File: src/rtl/prog_divider_util.svh
// prog_divider_util.svh
// Shared helper macros for the programmable divider: a constant-expression
// ceil(log2) and the legal parameter ranges for channel count and counter
// width. Guarded so several files can include it safely.
`ifndef PROG_DIVIDER_UTIL_SVH
`define PROG_DIVIDER_UTIL_SVH

// ceil(log2(x)) usable in parameter/localparam expressions, valid up to 2^16.
`define PD_CLOG2(x) \
  (((x) <= 1)     ? 0  : ((x) <= 2)     ? 1  : ((x) <= 4)     ? 2  : \
   ((x) <= 8)     ? 3  : ((x) <= 16)    ? 4  : ((x) <= 32)    ? 5  : \
   ((x) <= 64)    ? 6  : ((x) <= 128)   ? 7  : ((x) <= 256)   ? 8  : \
   ((x) <= 512)   ? 9  : ((x) <= 1024)  ? 10 : ((x) <= 2048)  ? 11 : \
   ((x) <= 4096)  ? 12 : ((x) <= 8192)  ? 13 : ((x) <= 16384) ? 14 : \
   ((x) <= 32768) ? 15 : 16)

`define PD_CHANNELS_MIN 1
`define PD_CHANNELS_MAX 8
`define PD_WIDTH_MIN    2
`define PD_WIDTH_MAX    16

`endif

File: src/rtl/prog_divider_pkg.sv
// prog_divider_pkg
// Shared types, limits and helpers for the programmable divider.
//   chan_cmd_e      : per-cycle action decoded from sync/enable/counter state
//   reload_value()  : counter value loaded at the terminal cycle, max(D,1)-1
package prog_divider_pkg;

`include "prog_divider_util.svh"

  localparam int PD_CHANNELS_MIN = `PD_CHANNELS_MIN;
  localparam int PD_CHANNELS_MAX = `PD_CHANNELS_MAX;
  localparam int PD_WIDTH_MIN    = `PD_WIDTH_MIN;
  localparam int PD_WIDTH_MAX    = `PD_WIDTH_MAX;

  typedef enum logic [1:0] {
    CMD_HOLD    = 2'd0,  // enable low: freeze count and square
    CMD_RESTART = 2'd1,  // sync: clear count and square
    CMD_RELOAD  = 2'd2,  // terminal cycle: pulse, toggle, load next period
    CMD_COUNT   = 2'd3   // mid-period: decrement
  } chan_cmd_e;

  // D=0 and D=1 both reload 0 so the channel fires on every enabled cycle.
  function automatic logic [PD_WIDTH_MAX-1:0] reload_value(
    input logic [PD_WIDTH_MAX-1:0] d
  );
    return (d == '0) ? '0 : d - 16'd1;
  endfunction

endpackage

File: src/rtl/prog_divider_channel.sv
// divider_channel
// One independent divider: WIDTH-bit down-counter with a registered
// one-cycle pulse at each terminal count and a registered square output
// that toggles on each pulse (period 2*D).
// Ports:
//   clk, reset : clock and synchronous active-high reset
//   divisor    : period D, sampled only when the counter reloads
//   enable     : count enable; low freezes the channel
//   sync       : restart strobe; clears count and square, beats enable
//   pulse      : registered tick, one per period
//   square     : registered toggle output
module divider_channel
  import prog_divider_pkg::*;
#(
  parameter int WIDTH = 16
) (
  input  logic             clk,
  input  logic             reset,
  input  logic [WIDTH-1:0] divisor,
  input  logic             enable,
  input  logic             sync,
  output logic             pulse,
  output logic             square
);

  localparam logic [WIDTH-1:0] ONE = WIDTH'(1);

  logic [WIDTH-1:0] cnt_q, cnt_d;
  logic             pulse_q, pulse_d;
  logic             square_q, square_d;
  chan_cmd_e        cmd;

  // sync outranks enable, which outranks the reload/decrement choice.
  always_comb begin
    cmd = CMD_HOLD;
    if (sync)               cmd = CMD_RESTART;
    else if (!enable)       cmd = CMD_HOLD;
    else if (cnt_q == '0)   cmd = CMD_RELOAD;
    else                    cmd = CMD_COUNT;
  end

  always_comb begin
    cnt_d    = cnt_q;
    pulse_d  = 1'b0;
    square_d = square_q;
    unique case (cmd)
      CMD_RESTART: begin
        cnt_d    = '0;
        square_d = 1'b0;
      end
      CMD_RELOAD: begin
        // Divisor is looked at only here, so a mid-period change never
        // shortens the period already in flight.
        cnt_d    = WIDTH'(reload_value(PD_WIDTH_MAX'(divisor)));
        pulse_d  = 1'b1;
        square_d = ~square_q;
      end
      CMD_COUNT: begin
        cnt_d = cnt_q - ONE;
      end
      default: begin
        cnt_d = cnt_q;
      end
    endcase
  end

  always_ff @(posedge clk) begin
    if (reset) begin
      cnt_q    <= '0;
      pulse_q  <= 1'b0;
      square_q <= 1'b0;
    end else begin
      cnt_q    <= cnt_d;
      pulse_q  <= pulse_d;
      square_q <= square_d;
    end
  end

  assign pulse  = pulse_q;
  assign square = square_q;

endmodule

File: src/rtl/prog_divider.sv
// prog_divider
// Bank of CHANNELS fully independent programmable dividers.
// Ports:
//   clk     : sole clock, rising edge
//   reset   : synchronous active-high reset, overrides every other input
//   divisor : per-channel period, channel i at [i*WIDTH +: WIDTH]
//   enable  : per-channel count enable
//   sync    : per-channel restart strobe
//   pulse   : per-channel registered one-cycle tick per period
//   square  : per-channel registered toggle output, period 2*D
module prog_divider
  import prog_divider_pkg::*;
#(
  parameter int CHANNELS = 2,
  parameter int WIDTH    = 16
) (
  input  logic                      clk,
  input  logic                      reset,
  input  logic [CHANNELS*WIDTH-1:0] divisor,
  input  logic [CHANNELS-1:0]       enable,
  input  logic [CHANNELS-1:0]       sync,
  output logic [CHANNELS-1:0]       pulse,
  output logic [CHANNELS-1:0]       square
);

  if (CHANNELS < PD_CHANNELS_MIN || CHANNELS > PD_CHANNELS_MAX ||
      WIDTH < PD_WIDTH_MIN || WIDTH > PD_WIDTH_MAX) begin : g_bad_params
    $error("prog_divider: CHANNELS or WIDTH out of supported range");
  end

  for (genvar i = 0; i < CHANNELS; i++) begin : g_chan
    divider_channel #(
      .WIDTH(WIDTH)
    ) u_chan (
      .clk    (clk),
      .reset  (reset),
      .divisor(divisor[i*WIDTH +: WIDTH]),
      .enable (enable[i]),
      .sync   (sync[i]),
      .pulse  (pulse[i]),
      .square (square[i])
    );
  end

endmodule

File: config.mk
export PLATFORM = sky130hd
export DESIGN_NAME = prog_divider
export DESIGN_NICKNAME = d
export VERILOG_FILES = /design/src/rtl/prog_divider_pkg.sv /design/src/rtl/prog_divider_channel.sv /design/src/rtl/prog_divider.sv
export VERILOG_INCLUDE_DIRS = /design/src /design/src/rtl
export SDC_FILE = /design/constraint.sdc
export NUM_CORES = 1
export LEC_CHECK = 0
export ABC_AREA = 1
export BUFFER_PORTS_ARGS = -buffer_cell sky130_fd_sc_hd__buf_2
export CAP_MARGIN = 15
export CORE_ASPECT_RATIO = 2
export CORE_UTILIZATION = 30
export CTS_CLUSTER_DIAMETER = 60
export DETAILED_ROUTE_END_ITERATION = 16
export GPL_TIMING_DRIVEN = 0
export PLACE_DENSITY = 0.47
export SLEW_MARGIN = 10
export SYNTH_ARGS = -nofsm -noshare
export SYNTH_HDL_FRONTEND = slang
export SYNTH_SLANG_ARGS = --single-unit
File: constraint.sdc
create_clock -name clk -period 6.6 [get_ports clk]
set_input_delay 0.33 -clock clk [delete_from_list [all_inputs] [get_ports clk]]
set_output_delay 0.33 -clock clk [all_outputs]
set_load 0.05 [all_outputs]
; ---- Word-level counts from Yosys, hierarchy flattened
; Index checks and enable logic that the tools add are counted.
[word_totals]
regBits = 36
latch_bits = 0
mem_bits_rw = 0
romBits = 0
word_cells = 40
n_memories = 0
[classes]
n_addsub = 4
n_mul = 0
n_div = 0
magnitude_cmp = 0
n_eq_ne = 6
n_shift = 0
n_mux = 14
n_bitwise = 2
n_reduce_logical = 8
[op_table]
columns = cell, n
row1 = $pmux W16 S3, 2
row2 = $logic_not A16 Y1, 4
row3 = $sub A16 B1 Y16 const B, 4
row4 = $mux W16, 2
row5 = $eq A2 B2 Y1 const B, 4
row6 = $mux W2, 4
row7 = $reduce_bool A3 Y1, 2
row8 = $eq A2 B1 Y1 const B, 2
row9 = $mux W1, 4
row10 = $pmux W1 S2, 2
row11 = $reduce_bool A2 Y1, 2
row12 = $not A1 Y1, 2

; ---- Logic depth before layout (Yosys ltp)
[logic_depth]
depth_word = 6
depth_mapped = 18

; ---- Cells and area by module
; A second synthesis with hierarchy kept.
[unflattened]
cells_unflattened = 575
hier_area_um2 = 3500.9
[modules_own_cells]
columns = module, instances, cells_each, area_each_um2, seq_area_each_um2
row1 = divider_channel (g_chan[1].u_chan), 1, 287, 1764.2, 360.3
row2 = divider_channel (g_chan[0].u_chan), 1, 288, 1736.7, 360.3

; ---- Worst setup path before layout
; Ideal clock, no wire load.
[synth_path]
path_type = register to register
from = register g_chan[1].u_chan.cnt_q[0]
to = register g_chan[1].u_chan.cnt_q[7]
setup_time_ns = 0.067
arrival_time_ns = 2.058
path_slack_ns = 4.474
path_stages_with_launch = 17
period_less_slack_ns = 2.126
cell_sequence = dfxtp_1 inv_1 ha_1 inv_1 nor2_1 nand2_1 nor2_2 nand3_1 nor2_1 nand4_1 o21ai_1 ha_1 nand2_2 buf_6 o21ai_1 nand2_1 a21oi_2
[synth_between]
elab_chain_cells = 6
elab_cells_between_ends = 10
[synth_lines]
columns = item, line_no
row1 = "start, declared", prog_divider_channel.sv:28  ; logic [WIDTH-1:0] cnt_q, cnt_d;
row2 = "start signal, assigned", prog_divider_channel.sv:73  ; cnt_q <= cnt_d;
row3 = $logic_not A16 Y1, prog_divider_channel.sv:38  ; else if (cnt_q == '0) cmd = CMD_RELOAD;
row4 = $mux W1, prog_divider_channel.sv:38
row5 = $mux W2, prog_divider_channel.sv:37  ; else if (!enable) cmd = CMD_HOLD;
row6 = $mux W2, prog_divider_channel.sv:36  ; if (sync) cmd = CMD_RESTART;
row7 = $eq A2 B2 Y1 / $eq A2 B1 Y1 (equally long branches), prog_divider_channel.sv:46  ; unique case (cmd)
row8 = $pmux W16 S3 / $reduce_bool A3 Y1 (equally long branches), -
; Parallel ways exist; a longest one is shown, timed or not.
; A chain may end at the register's enable or synchronous reset.

; ---- Final worst setup path
[layout_path]
from = register g_chan[1].u_chan.cnt_q[0]
to = register g_chan[1].u_chan.cnt_q[6]
; The elaborated chain is that of the path after synthesis.

==> impl_metrics.env <==
export IMPL_status="complete, no violations"
export IMPL_die_h_um=152
export IMPL_grt_pass1_wl_mm=17.1
export IMPL_fin_skew_ns=0.00974
export IMPL_grtUsageTotal_pct=19.3
export IMPL_setup_tns_ns=0
export IMPL_power_mw=0.654
export IMPL_clock_root_buffer="clkbuf_16"
export IMPL_netlist_instances=573
export IMPL_clkPwrFrac_pct=36.7
export IMPL_vias=3706
export IMPL_yosysMostFrequentCell="nand2_1"
export IMPL_power_density_nw_per_um2=169
export IMPL_areaGrowthSynthToFinish_pct=15.5
export IMPL_cp_arrival_ns=3.00
export IMPL_ir_drop_v=0.0000972
export IMPL_synth_top_cells_by_count="180 x nand2_1, 68 x nor2_1, 58 x inv_1, 47 x nand3_1, 38 x a21oi_1"
export IMPL_fin_util_pct=35.7
export IMPL_hold_viol=0
export IMPL_drv_slew=0
export IMPL_ctsHtreeMaxLevel=2
export IMPL_antenna_found_initial=0
export IMPL_via_per_inst=4.87
export IMPL_critPathKind="reg2reg"
export IMPL_io_buffers=40
export IMPL_num_nets_final=666
export IMPL_switchingPower_mw=0.228
export IMPL_hold_buffers=0
export IMPL_num_antenna_cells=0
export IMPL_setup_worst_path_start_class="flop"
export IMPL_grt_pass1_vias=3525
export IMPL_syn_area_per_cell_um2=5.86
export IMPL_ctsResizeCount=0
export IMPL_finalWeightedCongestion=0.881
export IMPL_crit_fanout=10
export IMPL_ys_async_sr_fraction_pct=0
export IMPL_min_path_type="in2reg"
export IMPL_dp_hpwl_mm=8.77
export IMPL_power_leakage_nw=1.83
export IMPL_fp_row_count=54
export IMPL_yosysSeqAreaShare_pct=21.5
export IMPL_p_int_mw=0.426
export IMPL_grt_ovfl_total=0
export IMPL_synth_edf_count=0
export IMPL_synth_mux_area_share_pct=0
export IMPL_synth_compound_area_share_pct=12.6
export IMPL_drt_iter0_drc=177
export IMPL_cts_buffer_depth=2
export IMPL_maxCapViolations=0
export IMPL_reg2reg_from="g_chan[1].u_chan.cnt_q[0]$_SDFFE_PP0P_"
export IMPL_drc_errors=0
export IMPL_cts_tree="done"
export IMPL_yosysTopAreaCellShare_pct=21.5
export IMPL_yosysUniqueCellTypes=34
export IMPL_ios=42
export IMPL_synth_xor_area_share_pct=3.39
export IMPL_die_w_um=76.8
export IMPL_syn_area_um2=3360
export IMPL_final_setup_worst_slack_ns=3.82
export IMPL_synth_seq_cells=36
export IMPL_rrSetupSlack_ns=3.82
export IMPL_synth_area_leaders="dfxtp_1 21%, nand2_1 20%, nor2_1 7.6%"
export IMPL_sw_frac_of_total_pct=34.8
export IMPL_yosysWarnings=0
export IMPL_die_area_um2=11700
export IMPL_seqPwrFrac_pct=35.0
export IMPL_nFillCells=1230
export IMPL_slew_headroom_pct=56.7
export IMPL_drive_gt1_share_pct=17.6
export IMPL_r2r_cells=16
export IMPL_pre_cts_slack_ns=3.80
export IMPL_period_needed_ns=2.78
export IMPL_antenna_left=0
export IMPL_cts_buffers=5
export IMPL_rsz0062_at_grt="no"
export IMPL_finalCritPeriodShare_pct=42.1
export IMPL_timing_rr_end="g_chan[1].u_chan.cnt_q[6]$_SDFFE_PP0P_"
export IMPL_synthFlopType="dfxtp_1"
export IMPL_min_to="g_chan[1].u_chan.cnt_q[0]$_SDFFE_PP0P_"
export IMPL_pwr_share_comb_pct=28.3
export IMPL_synth_top_area_cell="dfxtp_1"
export IMPL_min_path_cells=4
export IMPL_dr_pass1_iters=5
export IMPL_drt_wl_total_mm=10.7
export IMPL_crit_required_ns=6.82
export IMPL_synth_simple_gate_area_share_pct=49.4
export IMPL_setup_viol=0
export IMPL_clock_sinks=36
export IMPL_routedWlPerCell_um=14.1
export IMPL_hold_start="divisor[16]"
export IMPL_cts_setup_buffers=0
export IMPL_endpoint_kind="flop"
export IMPL_grt_max_degree=13
export IMPL_initial_utilization_pct=30.9
export IMPL_synth_nets=619
export IMPL_clk_latency_ns=0.29
export IMPL_synth_top_family_by_area="simple AND/OR/NAND/NOR gates"
export IMPL_core_um2=10900
export IMPL_clkSlewWorstSetupHoldPaths_ns=0.06
export IMPL_synthAdderAreaFrac_pct=2.98
export IMPL_fmax_mhz=360
export IMPL_tightestPinTransition_ns=0.650
## through the flow
stage	std cells	hold slack (ns)	area (µm²)
global placement	753	0.456	3730
CTS	761	0.339	3880
global route	761	0.359	3880
detailed placement	753	0.460	3730
floorplan	573	0.438	3360
finish	761	0.349	3880
## cell families after synthesis
logic type | after synthesis
AOI/OAI and AO/OA | 77
xor gates and xnor gates | 13
adders and majority gates | 8
buffers and inverters | 83
DFF | 36
and+or+nand+nor | 356
## layout by cell type, fill, tap and decap left out, types with 7 or more instances in the layout
cell      Yosys  layout
nand4_1      17      17
a21oi_1      38      38
nand3_1      47      47
clkbuf_1      7       7
nor2_1       68      68
o21ai_0       7       7
o21ai_1      14      14
dfxtp_1      36      36
inv_1        58      58
xnor2_1       8       8
inv_2         9       9
nor2_2       21      21
ha_1          8       8
nand2_1     180     180
buf_2         3      43
## flip-flops by register name (all words and copies together), names as in the netlist
name,count
g_chan.u_chan.cnt_q,32
g_chan.u_chan.pulse,2
g_chan.u_chan.square,2
## area by class of cell
type,count,area (µm²),share of cell area (%)
buffer,16,90.1,2.32
clock buffer,5,125,3.23
clock inverter,3,18.8,0.484
inverter,67,251,6.48
multi-input combinational,454,2300,59.2
sequential,36,721,18.6
tap,140,175,4.52
timing repair buffer,40,200,5.16
## worst max-delay path by stage
stage	slack [ns]	to	startpoint	depth (start not counted)
2_1_floorplan	4.47	g_chan[1].u_chan.cnt_q[7]$_SDFFE_PP0P_	g_chan[1].u_chan.cnt_q[0]$_SDFFE_PP0P_	16
3_3_place_gp	3.82	g_chan[1].u_chan.cnt_q[13]$_SDFFE_PP0P_	g_chan[1].u_chan.cnt_q[0]$_SDFFE_PP0P_	16
3_5_place_dp	3.80	g_chan[1].u_chan.cnt_q[6]$_SDFFE_PP0P_	g_chan[1].u_chan.cnt_q[0]$_SDFFE_PP0P_	16
4_1_cts	3.77	g_chan[1].u_chan.cnt_q[6]$_SDFFE_PP0P_	g_chan[1].u_chan.cnt_q[0]$_SDFFE_PP0P_	16
5_1_grt	3.55	g_chan[1].u_chan.cnt_q[6]$_SDFFE_PP0P_	g_chan[1].u_chan.cnt_q[0]$_SDFFE_PP0P_	16
6_report	3.82	g_chan[1].u_chan.cnt_q[6]$_SDFFE_PP0P_	g_chan[1].u_chan.cnt_q[0]$_SDFFE_PP0P_	16
## worst max-delay path, cell delays in order (launching register included)
cell and delay, ns:
dfxtp_1 0.32, inv_1 0.10, ha_1 0.18, inv_1 0.04, nor2_1 0.12, nand2_1 0.12
nor2_2 0.26, nand3_1 0.14, nor2_1 0.11, nand4_1 0.11, o21ai_1 0.19, ha_1 0.41
nand2_2 0.10, buf_6 0.16, o21ai_1 0.13, nand2_1 0.06, a21oi_1 0.14
## per-layer routing
metal  track usage (%)  share of wire [%]  wire, µm
met1              16.5                 33      3580
met2              41.1                 60      6390
met3              1.80                2.9       315
met4              12.1                4.2       454
met5                 0                  0         0
## power groups by stage
stage | registers (mW) | clock network, mW | logic, mW
floorplan | 0.232 | 0 | 0.128
global placement | 0.234 | 0 | 0.183
detailed placement | 0.234 | 0 | 0.185
CTS | 0.229 | 0.251 | 0.186
global route | 0.230 | 0.255 | 0.207
finish | 0.229 | 0.240 | 0.185
No activity file was read; power rests on OpenSTA's default activity.
